--- src/rtl/uart_sched_pkg.sv ---
// rtl/uart_sched_pkg.sv - state encoding and default constants for the UART frame sequencer
// Contents:
//   sched_state_t  sequencer state encoding (idle, capture pair, drain quartet)
//   TERM_BYTE_DEF  default frame terminator (carriage return)
//   IDLE_CYC_DEF   default idle timeout in clock cycles (10 ms at 48 MHz)
//   cnt_width      counter width able to hold 0 .. n-1, never narrower than 1 bit
package uart_sched_pkg;

    typedef enum logic [2:0] {
        ST_IDLE   = 3'd0,
        ST_C_POP  = 3'd1,
        ST_C_WR   = 3'd2,
        ST_D_ADDR = 3'd3,
        ST_D_RD   = 3'd4,
        ST_D_SEND = 3'd5,
        ST_D_WAIT = 3'd6
    } sched_state_t;

    localparam logic [7:0] TERM_BYTE_DEF = 8'h0D;
    localparam int         IDLE_CYC_DEF  = 480000;

    function automatic int cnt_width(input int n);
        return (n > 1) ? $clog2(n) : 1;
    endfunction

endpackage

--- src/rtl/uart_idle_timer.sv ---
// rtl/uart_idle_timer.sv - idle-gap counter that closes a partially captured frame
// Ports:
//   clk     in  system clock
//   rst     in  asynchronous reset, active-high
//   clr     in  restart the count (a byte was just captured)
//   en      in  count this cycle (sequencer idle with a non-empty frame)
//   expire  out high in the enabled cycle that completes IDLE_CYC idle cycles
module uart_idle_timer
    import uart_sched_pkg::*;
#(
    parameter int IDLE_CYC = IDLE_CYC_DEF
) (
    input  logic clk,
    input  logic rst,
    input  logic clr,
    input  logic en,
    output logic expire
);

    localparam int               CNT_W = cnt_width(IDLE_CYC);
    localparam logic [CNT_W-1:0] LAST  = CNT_W'(IDLE_CYC - 1);

    logic [CNT_W-1:0] cnt_q;
    logic [CNT_W-1:0] cnt_d;

    assign expire = en && (cnt_q == LAST);

    // Rolls back to zero on expiry so the next frame starts from a clean count.
    always_comb begin
        cnt_d = cnt_q;
        if (clr) begin
            cnt_d = '0;
        end else if (en) begin
            cnt_d = expire ? '0 : cnt_q + CNT_W'(1);
        end
    end

    always_ff @(posedge clk or posedge rst) begin
        if (rst) begin
            cnt_q <= '0;
        end else begin
            cnt_q <= cnt_d;
        end
    end

endmodule

--- src/rtl/uart_frame_sched.sv ---
// rtl/uart_frame_sched.sv - captures UART RX bytes into a frame RAM and replays each frame to the TX
// Ports:
//   clk, rst              system clock, asynchronous active-high reset
//   rx_empty, rx_data     RX FIFO status and data (data valid the cycle after rx_rd)
//   rx_rd                 RX FIFO read pulse
//   ram_addr, ram_wdata   frame RAM address and write data
//   ram_wren, ram_rdata   frame RAM write enable and read data
//   tx_data, tx_wr        byte to transmitter and its start pulse
//   tx_ti                 transmitter done pulse
//   frame_len             length of the frame being drained, 0 otherwise
//   busy                  high whenever the sequencer is not idle
//   overflow              pulse when a frame is closed because the buffer filled
module uart_frame_sched
    import uart_sched_pkg::*;
#(
    parameter int         ADDR_W     = 8,
    parameter logic [7:0] TERM_BYTE  = TERM_BYTE_DEF,
    parameter int         IDLE_CYC   = IDLE_CYC_DEF,
    parameter int         RAM_RD_LAT = 1
) (
    input  logic              clk,
    input  logic              rst,
    input  logic              rx_empty,
    input  logic [7:0]        rx_data,
    output logic              rx_rd,
    output logic [ADDR_W-1:0] ram_addr,
    output logic [7:0]        ram_wdata,
    output logic              ram_wren,
    input  logic [7:0]        ram_rdata,
    output logic [7:0]        tx_data,
    output logic              tx_wr,
    input  logic              tx_ti,
    output logic [ADDR_W:0]   frame_len,
    output logic              busy,
    output logic              overflow
);

    localparam int               PW       = ADDR_W + 1;
    localparam int               LAT_W    = cnt_width(RAM_RD_LAT);
    localparam logic [LAT_W-1:0] LAT_LAST = LAT_W'(RAM_RD_LAT - 1);
    localparam logic [PW-1:0]    CAPACITY = {1'b1, {ADDR_W{1'b0}}};

    sched_state_t      state_q, state_d;
    logic [PW-1:0]     wr_ptr_q, wr_ptr_d;
    logic [PW-1:0]     rd_ptr_q, rd_ptr_d;
    logic [PW-1:0]     frame_len_q, frame_len_d;
    logic [LAT_W-1:0]  lat_q, lat_d;
    logic              rx_rd_q, rx_rd_d;
    logic [ADDR_W-1:0] ram_addr_q, ram_addr_d;
    logic              ram_wren_q, ram_wren_d;
    logic [7:0]        tx_data_q, tx_data_d;
    logic              tx_wr_q, tx_wr_d;
    logic              busy_q, busy_d;
    logic              overflow_q, overflow_d;

    logic [PW-1:0] wr_cnt;
    logic [PW-1:0] rd_cnt;
    logic          is_term;
    logic          is_full;
    logic          timer_clr;
    logic          timer_en;
    logic          timer_expire;

    assign timer_clr = (state_q == ST_C_WR);
    assign timer_en  = (state_q == ST_IDLE) && (wr_ptr_q != '0);

    uart_idle_timer #(
        .IDLE_CYC (IDLE_CYC)
    ) u_idle_timer (
        .clk    (clk),
        .rst    (rst),
        .clr    (timer_clr),
        .en     (timer_en),
        .expire (timer_expire)
    );

    // During C_WR wr_ptr still holds the address being written, so wr_cnt
    // is the frame length if this byte closes the frame.
    assign wr_cnt  = wr_ptr_q + PW'(1);
    assign rd_cnt  = rd_ptr_q + PW'(1);
    assign is_term = (rx_data == TERM_BYTE);
    assign is_full = (wr_cnt == CAPACITY);

    always_comb begin
        state_d     = state_q;
        wr_ptr_d    = wr_ptr_q;
        rd_ptr_d    = rd_ptr_q;
        frame_len_d = frame_len_q;
        lat_d       = lat_q;
        ram_addr_d  = ram_addr_q;
        tx_data_d   = tx_data_q;
        rx_rd_d     = 1'b0;
        ram_wren_d  = 1'b0;
        tx_wr_d     = 1'b0;
        overflow_d  = 1'b0;

        case (state_q)
            ST_IDLE: begin
                // A pending timeout wins over a byte arriving in the same cycle;
                // that byte simply starts the next frame after the drain.
                if (timer_expire) begin
                    frame_len_d = wr_ptr_q;
                    ram_addr_d  = rd_ptr_q[ADDR_W-1:0];
                    state_d     = ST_D_ADDR;
                end else if (!rx_empty) begin
                    rx_rd_d = 1'b1;
                    state_d = ST_C_POP;
                end
            end
            ST_C_POP: begin
                ram_addr_d = wr_ptr_q[ADDR_W-1:0];
                ram_wren_d = 1'b1;
                state_d    = ST_C_WR;
            end
            ST_C_WR: begin
                wr_ptr_d = wr_cnt;
                if (is_term || is_full) begin
                    frame_len_d = wr_cnt;
                    // A terminator landing in the last slot closes the frame normally.
                    overflow_d  = is_full && !is_term;
                    ram_addr_d  = rd_ptr_q[ADDR_W-1:0];
                    state_d     = ST_D_ADDR;
                end else if (!rx_empty) begin
                    rx_rd_d = 1'b1;
                    state_d = ST_C_POP;
                end else begin
                    state_d = ST_IDLE;
                end
            end
            ST_D_ADDR: begin
                lat_d   = '0;
                state_d = ST_D_RD;
            end
            ST_D_RD: begin
                if (lat_q == LAT_LAST) begin
                    tx_data_d = ram_rdata;
                    tx_wr_d   = 1'b1;
                    state_d   = ST_D_SEND;
                end else begin
                    lat_d = lat_q + LAT_W'(1);
                end
            end
            ST_D_SEND: begin
                state_d = ST_D_WAIT;
            end
            ST_D_WAIT: begin
                if (tx_ti) begin
                    if (rd_cnt == frame_len_q) begin
                        rd_ptr_d    = '0;
                        wr_ptr_d    = '0;
                        frame_len_d = '0;
                        state_d     = ST_IDLE;
                    end else begin
                        rd_ptr_d   = rd_cnt;
                        ram_addr_d = rd_cnt[ADDR_W-1:0];
                        state_d    = ST_D_ADDR;
                    end
                end
            end
            default: begin
                state_d = ST_IDLE;
            end
        endcase

        busy_d = (state_d != ST_IDLE);
    end

    always_ff @(posedge clk or posedge rst) begin
        if (rst) begin
            state_q     <= ST_IDLE;
            wr_ptr_q    <= '0;
            rd_ptr_q    <= '0;
            frame_len_q <= '0;
            lat_q       <= '0;
            rx_rd_q     <= 1'b0;
            ram_addr_q  <= '0;
            ram_wren_q  <= 1'b0;
            tx_data_q   <= '0;
            tx_wr_q     <= 1'b0;
            busy_q      <= 1'b0;
            overflow_q  <= 1'b0;
        end else begin
            state_q     <= state_d;
            wr_ptr_q    <= wr_ptr_d;
            rd_ptr_q    <= rd_ptr_d;
            frame_len_q <= frame_len_d;
            lat_q       <= lat_d;
            rx_rd_q     <= rx_rd_d;
            ram_addr_q  <= ram_addr_d;
            ram_wren_q  <= ram_wren_d;
            tx_data_q   <= tx_data_d;
            tx_wr_q     <= tx_wr_d;
            busy_q      <= busy_d;
            overflow_q  <= overflow_d;
        end
    end

    // rx_data only becomes valid in the write cycle, so it is steered straight
    // through while the write strobe is up and forced to zero otherwise.
    assign ram_wdata = ram_wren_q ? rx_data : 8'h00;
    assign rx_rd     = rx_rd_q;
    assign ram_addr  = ram_addr_q;
    assign ram_wren  = ram_wren_q;
    assign tx_data   = tx_data_q;
    assign tx_wr     = tx_wr_q;
    assign frame_len = frame_len_q;
    assign busy      = busy_q;
    assign overflow  = overflow_q;

endmodule
--- config.mk ---
export PLATFORM = sky130hd
export DESIGN_NAME = uart_frame_sched
export DESIGN_NICKNAME = d
export VERILOG_FILES = /design/src/rtl/uart_sched_pkg.sv /design/src/rtl/uart_idle_timer.sv /design/src/rtl/uart_frame_sched.sv
export SDC_FILE = /design/constraint.sdc
export NUM_CORES = 1
export LEC_CHECK = 0
export CAP_MARGIN = 10
export CORE_MARGIN = 2
export CORE_UTILIZATION = 40
export CTS_CLUSTER_DIAMETER = 50
export DETAILED_ROUTE_END_ITERATION = 8
export GPL_TIMING_DRIVEN = 0
export PLACE_DENSITY = 0.62
export SYNTH_ARGS = -nofsm -noshare
export SYNTH_HDL_FRONTEND = slang
export SYNTH_SLANG_ARGS = --single-unit
--- constraint.sdc ---
create_clock -name clk -period 4.9 [get_ports clk]
set_input_delay 0.98 -clock clk [delete_from_list [all_inputs] [get_ports clk]]
set_output_delay 0.98 -clock clk [all_outputs]
set_load 0.01 [all_outputs]
* Word level (Yosys, flattened, before mapping)
Cells that the tools add are included.
** Storage, ports and cells
- Input bits :: 20
- Flip-flop bits (word level) :: 71
** Operators by class
- Add/sub/neg operators :: 4
- Reduce and logical (&&, ||, !) cells :: 18
- Equality and inequality tests :: 15
- Bitwise operators :: 1
- Mux-type cells :: 35
** Operator list (count)
- two-way mux 19 bit :: 3
- two-way mux 9 bit :: 5
- two-way mux 8 bit :: 5
- one-hot mux 8 bit (4 select lines) :: 1
- one-hot mux 9 bit (3 select lines) :: 1
- one-hot mux 3 bit (7 select lines) :: 1
- adder 19 x 1 -> 19 bit, second input constant :: 1
- equality test 19 bit, second input constant :: 1
- adder 9 x 1 -> 9 bit, second input constant :: 2
- one-hot mux 9 bit (2 select lines) :: 1
- two-way mux 3 bit :: 4
- two-way mux 1 bit :: 10
- AND reduction 5 bit :: 2
- equality test 3 bit, second input constant :: 3
- equality test 9 bit :: 1
- equality test 9 bit, second input constant :: 1
- nonzero test 9 bit :: 1
- equality test 8 x 4 -> 1 bit, second input constant :: 1
- equality test 3 x 2 -> 1 bit, second input constant :: 2
- != test 2 bit, second input constant :: 3
- nonzero test 2 bit :: 3
- nonzero test 3 bit :: 2
- two-way mux 2 bit :: 2
- != test 2 x 1 -> 1 bit, second input constant :: 2
- 11 further kinds :: 15

* Longest topological paths before layout
- Depth in word-level cells :: 6
- Depth in mapped cells :: 11
- Mapped depth without buffers :: 9

* By module
From an unflattened synthesis, not the netlist that was laid out.
** Unflattened totals
- Cells, all modules :: 456
- Area, all modules :: 4274.1 sq um
** Modules (own cells, without submodules)
- uart_frame_sched :: area each 3170.5 sq um, sequential area each 1276.2 sq um, cells each 339, times used 1
- uart_idle_timer :: area each 1103.6 sq um, sequential area each 475.5 sq um, cells each 117, times used 1

* Worst setup path after synthesis
OpenSTA, ideal clock, no wires.
- Kind :: in2reg
- Start :: input rx_data[4]
- End :: register frame_len_q[0], in the netlist frame_len[0]
- Required time :: 4775 ps
- Stages :: 7
- Setup time :: 125 ps
- Slack :: 2172 ps
- Arrival :: 2603 ps
- Cell sequence :: or4_1 -> nor2_1 -> nor2_1 -> a22oi_1 -> o211a_1 -> buf_2 -> mux2_2
** Between the ends
- Cells in the longest elaborated chain, start to end :: 4
** Ends and longest elaborated chain
- start, declared :: line uart_frame_sched.sv:24 : input logic [7:0] rx_data,
- equality test 8 x 4 -> 1 bit :: line uart_frame_sched.sv:81 : assign is_term = (rx_data == TERM_BYTE);
- logical OR 1 bit :: line uart_frame_sched.sv:117 : if (is_term || is_full) begin
- != test 2 x 1 -> 1 bit (no line)
- AND reduction 5 bit (no line)
- end signal, assigned :: line uart_frame_sched.sv:186 : frame_len_q <= frame_len_d;
- end, declared :: line uart_frame_sched.sv:46 : logic [PW-1:0] frame_len_q, frame_len_d;
No other way between the ends.
A chain may end at the register's enable or synchronous reset.

* Final worst setup path
- Start :: input rx_data[4]
- End :: register frame_len_q[2], in the netlist frame_len[2]
Same word-level chain as after synthesis.

==> run summary <==
In this run the critical register-to-register path is launched from rd_ptr_q[0]. STA classifies the critical path endpoint as a flop. Area of the placeable core: 9860 um2. Compared with the post-synthesis result, the final layout area differs by 23.0%. The first-pass GRT wire length came out at 17.2 mm. The synthesized design contains 70 register bits. The distinct cell type count after synthesis was 60; the die height was 105 um. Setup repair after global routing left no endpoint under its margin. Power comes to 2810 uW. In this run, CTS created clock tree buffers numbering 9. The detailed router placed 3539 vias in this run. The net count of the finished layout is 528. The clock tree synthesis step divided the H-tree into 3 levels. The maximum fanout along the worst path is 9.

The die is 105 um wide. The run gives 0 as the initial antenna violation count. For the total congestion overflow after global routing, the log shows 0. Input and output buffers added on the ports amount to 57. Power spread over the standard cell area amounts to 560 nW/um2. The first routing iteration left 276 violations.

Across every metal layer, demand over resource in global routing totals 19.4%. For this design, the CTS-stage hold fixing added 0 buffers. The critical path in this run is classified as in -> reg. The most critical setup path has its endpoint at frame_len[2].

Registers take 1750 um2. The first detailed-routing pass took 5 iterations. The tools report the startpoint of the worst setup timing path as rx_data[4]. The count of final hold-check violations was 0; the signal arrival time at the worst endpoint was 3490 ps. Cells with a size suffix above 1 make up 12.0% of the layout.

The global placer's final weighted congestion was 0.855. Measured in cells, the most critical reg-to-reg path has a length of 9. Vias per cell: 5.51. The worst register-to-register path ends at busy. For the post-layout utilization of the core, the log shows 51.0%.

The clock arrives with 10.6 ps of skew. In this run the worst hold path is classified as reg -> reg. The run gives 5130 ps as the worst endpoint required time. In the layout the commonest cells are sky130_fd_sc_hd__dfrtp_1 (70), sky130_fd_sc_hd__clkdlybuf4s50_1 (57), sky130_fd_sc_hd__nand2_1 (42). The mean area per synthesized cell came out at 9.38 um2. For this block, the routed nets add up to 10.4 mm of wire. Via count of the first global-routing pass: 3470. The net count after synthesis is 460. The relative slew slack is 37.7%. The clock transition at the register clock pins on the worst setup and hold paths after CTS is 80 ps. The clock period minus final worst setup slack was 3270 ps. In this run the remaining antenna-violating nets after routing total 0. The synthesized netlist occupies a cell area of 4090 um2. The tools report the root buffer selected by CTS as sky130_fd_sc_hd__clkbuf_8. The initial cell density of the core was 41.5%; the number of max-cap violations was 0. The flow ran to the end, and the final reports show no timing, DRC or antenna violations.

For this run, the leading register cell type out of synthesis is sky130_fd_sc_hd__dfrtp_1. After clock tree synthesis, the repair step resized 0 gates. After detailed routing, the average wire length per cell comes to 16.2 um.

The critical path startpoint category was an input port. TritonCTS built the clock tree. The logs give 0 for the number of max-slew violations in the final report and 0 for the final number of setup-violating endpoints. Once the clock tree was built, the setup fixing pass inserted 0 buffers. Yosys printed 0 warnings.

The die covers 11100 um2. The repair_antennas step left the layout with diodes totalling 0. For the maximum vdd drop, the log shows 281 uV. At the pin with the least slew margin, the transition time is 934 ps.

The tools report the startpoint of the tightest hold check path as tx_data[4]. In this run the register-to-register setup slack is 1750 ps. Fill cells in the final layout number 922. Most common library cell in the layout ignoring fill and taps: sky130_fd_sc_hd__dfrtp_1. The period utilization works out to 66.7%.

In the synthesized netlist the async set-or-reset flop fraction comes to 100%. The clock reaches the later pin of the worst-skew pair after 350 ps. Entering global routing, the biggest net connects 71 pins.

Timing would allow up to 0.306 GHz. For the count of clock tree sinks, the log shows 70. Summing all multi-input logic gate instances after layout gives 2160 um2. In this run the static leakage power is 0.00209 uW. The share of the Yosys chip area taken by registers is 42.8%. The run gives 58 as the I/O pin count. The floorplan has 36 rows. In this run the deepest clock path goes through 2 buffers. Counting flops with a built-in enable in the synthesized netlist gives 0. The remaining routing DRC violations is 0, and the aggregate negative setup slack is 0 ps. In the synthesized netlist, the number of instances is 436. The half-perimeter wire length after detailed placement was 7.42 mm.
-- area by class of cell --
type                       count  share of cell area (%)
clock buffer                  11                    2.81
clock inverter                 5                    1.17
timing repair buffer          57                    11.3
tap                          133                    3.31
sequential                    70                    34.8
multi-input combinational    326                    43.0
buffer                        29                    2.71
inverter                      11                   0.871
-- cells in the mapped netlist, types with 3 or more instances --
| cell | count | share of area, % |
|---|---|---|
| sky130_fd_sc_hd__nor3_1 | 6 | 0.73 |
| sky130_fd_sc_hd__mux2_2 | 25 | 6.9 |
| sky130_fd_sc_hd__o21ai_0 | 27 | 3.3 |
| sky130_fd_sc_hd__a21oi_1 | 18 | 2.2 |
| sky130_fd_sc_hd__inv_1 | 10 | 0.92 |
| sky130_fd_sc_hd__mux2i_1 | 3 | 0.73 |
| sky130_fd_sc_hd__nor4_1 | 4 | 0.61 |
| sky130_fd_sc_hd__or2_2 | 3 | 0.46 |
| sky130_fd_sc_hd__o31ai_1 | 9 | 1.7 |
| sky130_fd_sc_hd__ha_1 | 4 | 1.2 |
| sky130_fd_sc_hd__and2_1 | 11 | 1.7 |
| sky130_fd_sc_hd__dfrtp_1 | 70 | 43 |
| sky130_fd_sc_hd__nand4_1 | 7 | 1.1 |
| sky130_fd_sc_hd__and3_1 | 3 | 0.46 |
| sky130_fd_sc_hd__buf_2 | 7 | 0.86 |
| sky130_fd_sc_hd__buf_4 | 3 | 0.55 |
| sky130_fd_sc_hd__a21o_1 | 12 | 2.2 |
| sky130_fd_sc_hd__nand2_1 | 42 | 3.9 |
| sky130_fd_sc_hd__clkbuf_1 | 18 | 1.7 |
| sky130_fd_sc_hd__and4_1 | 4 | 0.86 |
| sky130_fd_sc_hd__xnor2_1 | 14 | 3.0 |
| sky130_fd_sc_hd__nand2b_1 | 5 | 0.76 |
| sky130_fd_sc_hd__a22o_1 | 3 | 0.64 |
| sky130_fd_sc_hd__xor2_1 | 18 | 3.9 |
| sky130_fd_sc_hd__nand3_1 | 17 | 2.1 |
| sky130_fd_sc_hd__a211o_1 | 3 | 0.64 |
| sky130_fd_sc_hd__nor2_1 | 41 | 3.8 |
| sky130_fd_sc_hd__o22ai_1 | 8 | 1.2 |
-- cells by family (layout without fill, tap and decap cells) --
family	Yosys count	after routing	share of synthesized area [%]
flops	70	70	42.8
mux	28	28	7.62
fa+ha+maj	4	4	1.22
buf+inv	40	113	4.34
compound gates	102	102	17.1
simple gates	160	160	20.0
xor+xnor	32	32	6.85
-- worst min path at each step --
stage	to	depth (start not counted)
CTS	tx_data[7]	1
global placement	tx_data[3]	1
global route	tx_data[4]	1
floorplan	u_idle_timer.cnt_q[7]	2
finish	tx_data[4]	1
detailed placement	tx_data[4]	1
-- per-layer routing --
layer	wire (um)	track usage [%]	up-vias
met1	4940	26.6	1696
met2	4740	30.1	132
met3	588	3.99	18
li1	-	-	1693
met4	164	7.14	0
met5	0	0	-
-- registers in the layout, indices dropped and copies added (netlist names) --
register / flops
busy: 1
u_idle_timer.cnt_q: 19
ram_wren: 1
wr_ptr_q: 9
ram_addr: 8
overflow: 1
rd_ptr_q: 9
tx_data: 8
frame_len: 9
tx_wr: 1
state_q: 3
rx_rd: 1
-- critical path: stages --
cell                              delay [ps]
sky130_fd_sc_hd__clkdlybuf4s50_1         420
sky130_fd_sc_hd__or4_1                   520
sky130_fd_sc_hd__nor2_1                  340
sky130_fd_sc_hd__nor2_1                  150
sky130_fd_sc_hd__a22oi_1                 250
sky130_fd_sc_hd__o211a_1                 190
sky130_fd_sc_hd__buf_2                   250
sky130_fd_sc_hd__mux2_2                  370
-- where the power goes --
| part | internal (uW) | total (uW) | switching (uW) |
|---|---|---|---|
| clock network | 249 | 478 | 229 |
| logic | 673 | 1440 | 766 |
| registers | 751 | 897 | 146 |
-- per-stage QoR --
step	area (um2)	worst slack (ps)	std cells	hold WS [ps]
3_3_place_gp	4830	968	626	488
5_1_grt	5030	1570	642	531
4_1_cts	5030	1700	642	514
2_1_floorplan	4090	2150	436	497
6_report	5030	1630	642	510
3_5_place_dp	4830	1340	626	498
Power figures use the tool's default switching activity.
==> edit, RTL diff (same settings) <==
`RAM_RD_LAT`: 1 -> 2.
--- a/src/rtl/uart_frame_sched.sv
+++ b/src/rtl/uart_frame_sched.sv
@@ -16,7 +16,7 @@
     parameter int         ADDR_W     = 8,
     parameter logic [7:0] TERM_BYTE  = TERM_BYTE_DEF,
     parameter int         IDLE_CYC   = IDLE_CYC_DEF,
-    parameter int         RAM_RD_LAT = 1
+    parameter int         RAM_RD_LAT = 2
 ) (
     input  logic              clk,
     input  logic              rst,
Check against the original RTL: not equivalent (a bounded check fails within 10 cycles, from zero or initial values and one cycle with rst high).
==> edit against the original RTL <==
  * Power up 8.2%
  * Wire length up 4.0%
  * Critical path depth down 5
  * Area after synthesis up 6.2%
  * Worst setup slack better by 0.17 ns
  * Cell area up 5.6%
  * Register-to-register slack better by 0.30 ns
  * Sequential cell count up 1
  * Clock skew up 0.0051 ns
  * Die area up 6.0%
  * Sequential power up 2.3%
  * Via count up 5.5%
  * Final cell count up 4.7%
  * Critical endpoint is now ram_wdata[3]
  * Largest power group unchanged
  * Highest routed layer unchanged
==> edit: results <==
status:
  status: "complete, no violations"
die:
  rows: 38
logic_synthesis:
  synth_area_leaders: "dfrtp_1 (41%), mux2_4 (5.9%), nor2_1 (3.7%)"
  ys_types: 67
  synth_common_cells: "dfrtp_1 (71), nor2_1 (43), nand2_1 (40)"
  syn_nets: 483
  synthCells: 459
  synth_seq_cells: 71
global_route:
  grt_first_pass_wirelength_mm: 17.7
  grtUsageMet1_pct: 27.8
  gr-usage-met3_pct: 3.92
  grt_use_met2_pct: 28.7
  grt_max_degree: 72
  gr-usage-all-layers_pct: 19.2
  grt_pass1_vias: 3499
routing:
  drt-met1-wl_mm: 5.21
  post_drt_wl_per_cell_um: 16.1
  wl_met2_mm: 4.86
  dr.pass1.iters: 7
  num_vias: 3735
  dr.first_iter.drc_count: 231
cells_and_area:
  drive_gt1_share_pct: 13.9
  buffers: 85
  nClkBuffers: 9
  finalNetCount: 551
  multi_input_area_share_pct: 44.8
  layout.nonclk_buf_share_pct: 13.5
  nFillCells: 1013
  clock_tree_area_fraction_pct: 4.12
  comb.multi_input.count: 348
  finalNonFillerCells: 672
  regArea_um2: 1780
  inv_count: 12
clock_tree:
  path_clk_slew_ns: 0.09
pwr:
  ir_drop_mv: 0.220
  pwr-share-comb_pct: 52.7
  clockPowerShare_pct: 17.2
  powerDensity_nw_per_um2: 573
  p_sw_mw: 1.20
  power.leakage_nw: 2.21
setup_path:
  crit_family: "buffers and inverters"
  reg2reg_to: "ram_addr[6]"
  slowest_stage: "clkdlybuf4s50_1"
  reg2reg_from: "rd_ptr_q[1]"
  slowest_delay_ns: 0.55
  crit_path_max_fanout: 2
  crit_path_start: "rx_data[3]"
  cp.arrival_ns: 2.12
  cp-endpoint: "ram_wdata[3]"
  rrSetupSlack_ns: 2.05
  reg2regPathDepth: 8
placed_design:
  gp_congestion: 0.890
  dpl.cell_count: 656
  dpl.hpwl_mm: 7.88
min_path:
  min_to: "u_idle_timer.cnt_q[7]"
  hold_path.startpoint: "u_idle_timer.cnt_q[7]"
sta:
  worst_pin_slew_ns: 0.879
  finalClockSkew_ns: 0.0157
==> edit: through the flow <==
stage | hold WS (ns) | worst slack (ns) | utilization [%]
after floorplan | 0.456 | 2.12 | -
after global placement | 0.474 | 0.872 | 47.6
after detailed placement | 0.491 | 1.79 | 47.6
after CTS | 0.502 | 1.79 | 49.7
after global routing | 0.525 | 1.76 | 49.7
final | 0.496 | 1.80 | 49.7
==> edit: logic make-up (layout without fill, tap and decap cells) <==
| kind of cell | count (synthesis) | in the layout | share of synthesized area (%) |
|---|---|---|---|
| DFF | 71 | 71 | 40.9 |
| adders and majority gates | 4 | 4 | 1.15 |
| and+or+nand+nor | 179 | 179 | 21.6 |
| muxes | 30 | 30 | 9.13 |
| buffers and inverters | 40 | 113 | 4.38 |
| AOI/OAI and AO/OA | 114 | 114 | 18.6 |
| xor gates and xnor gates | 21 | 21 | 4.23 |
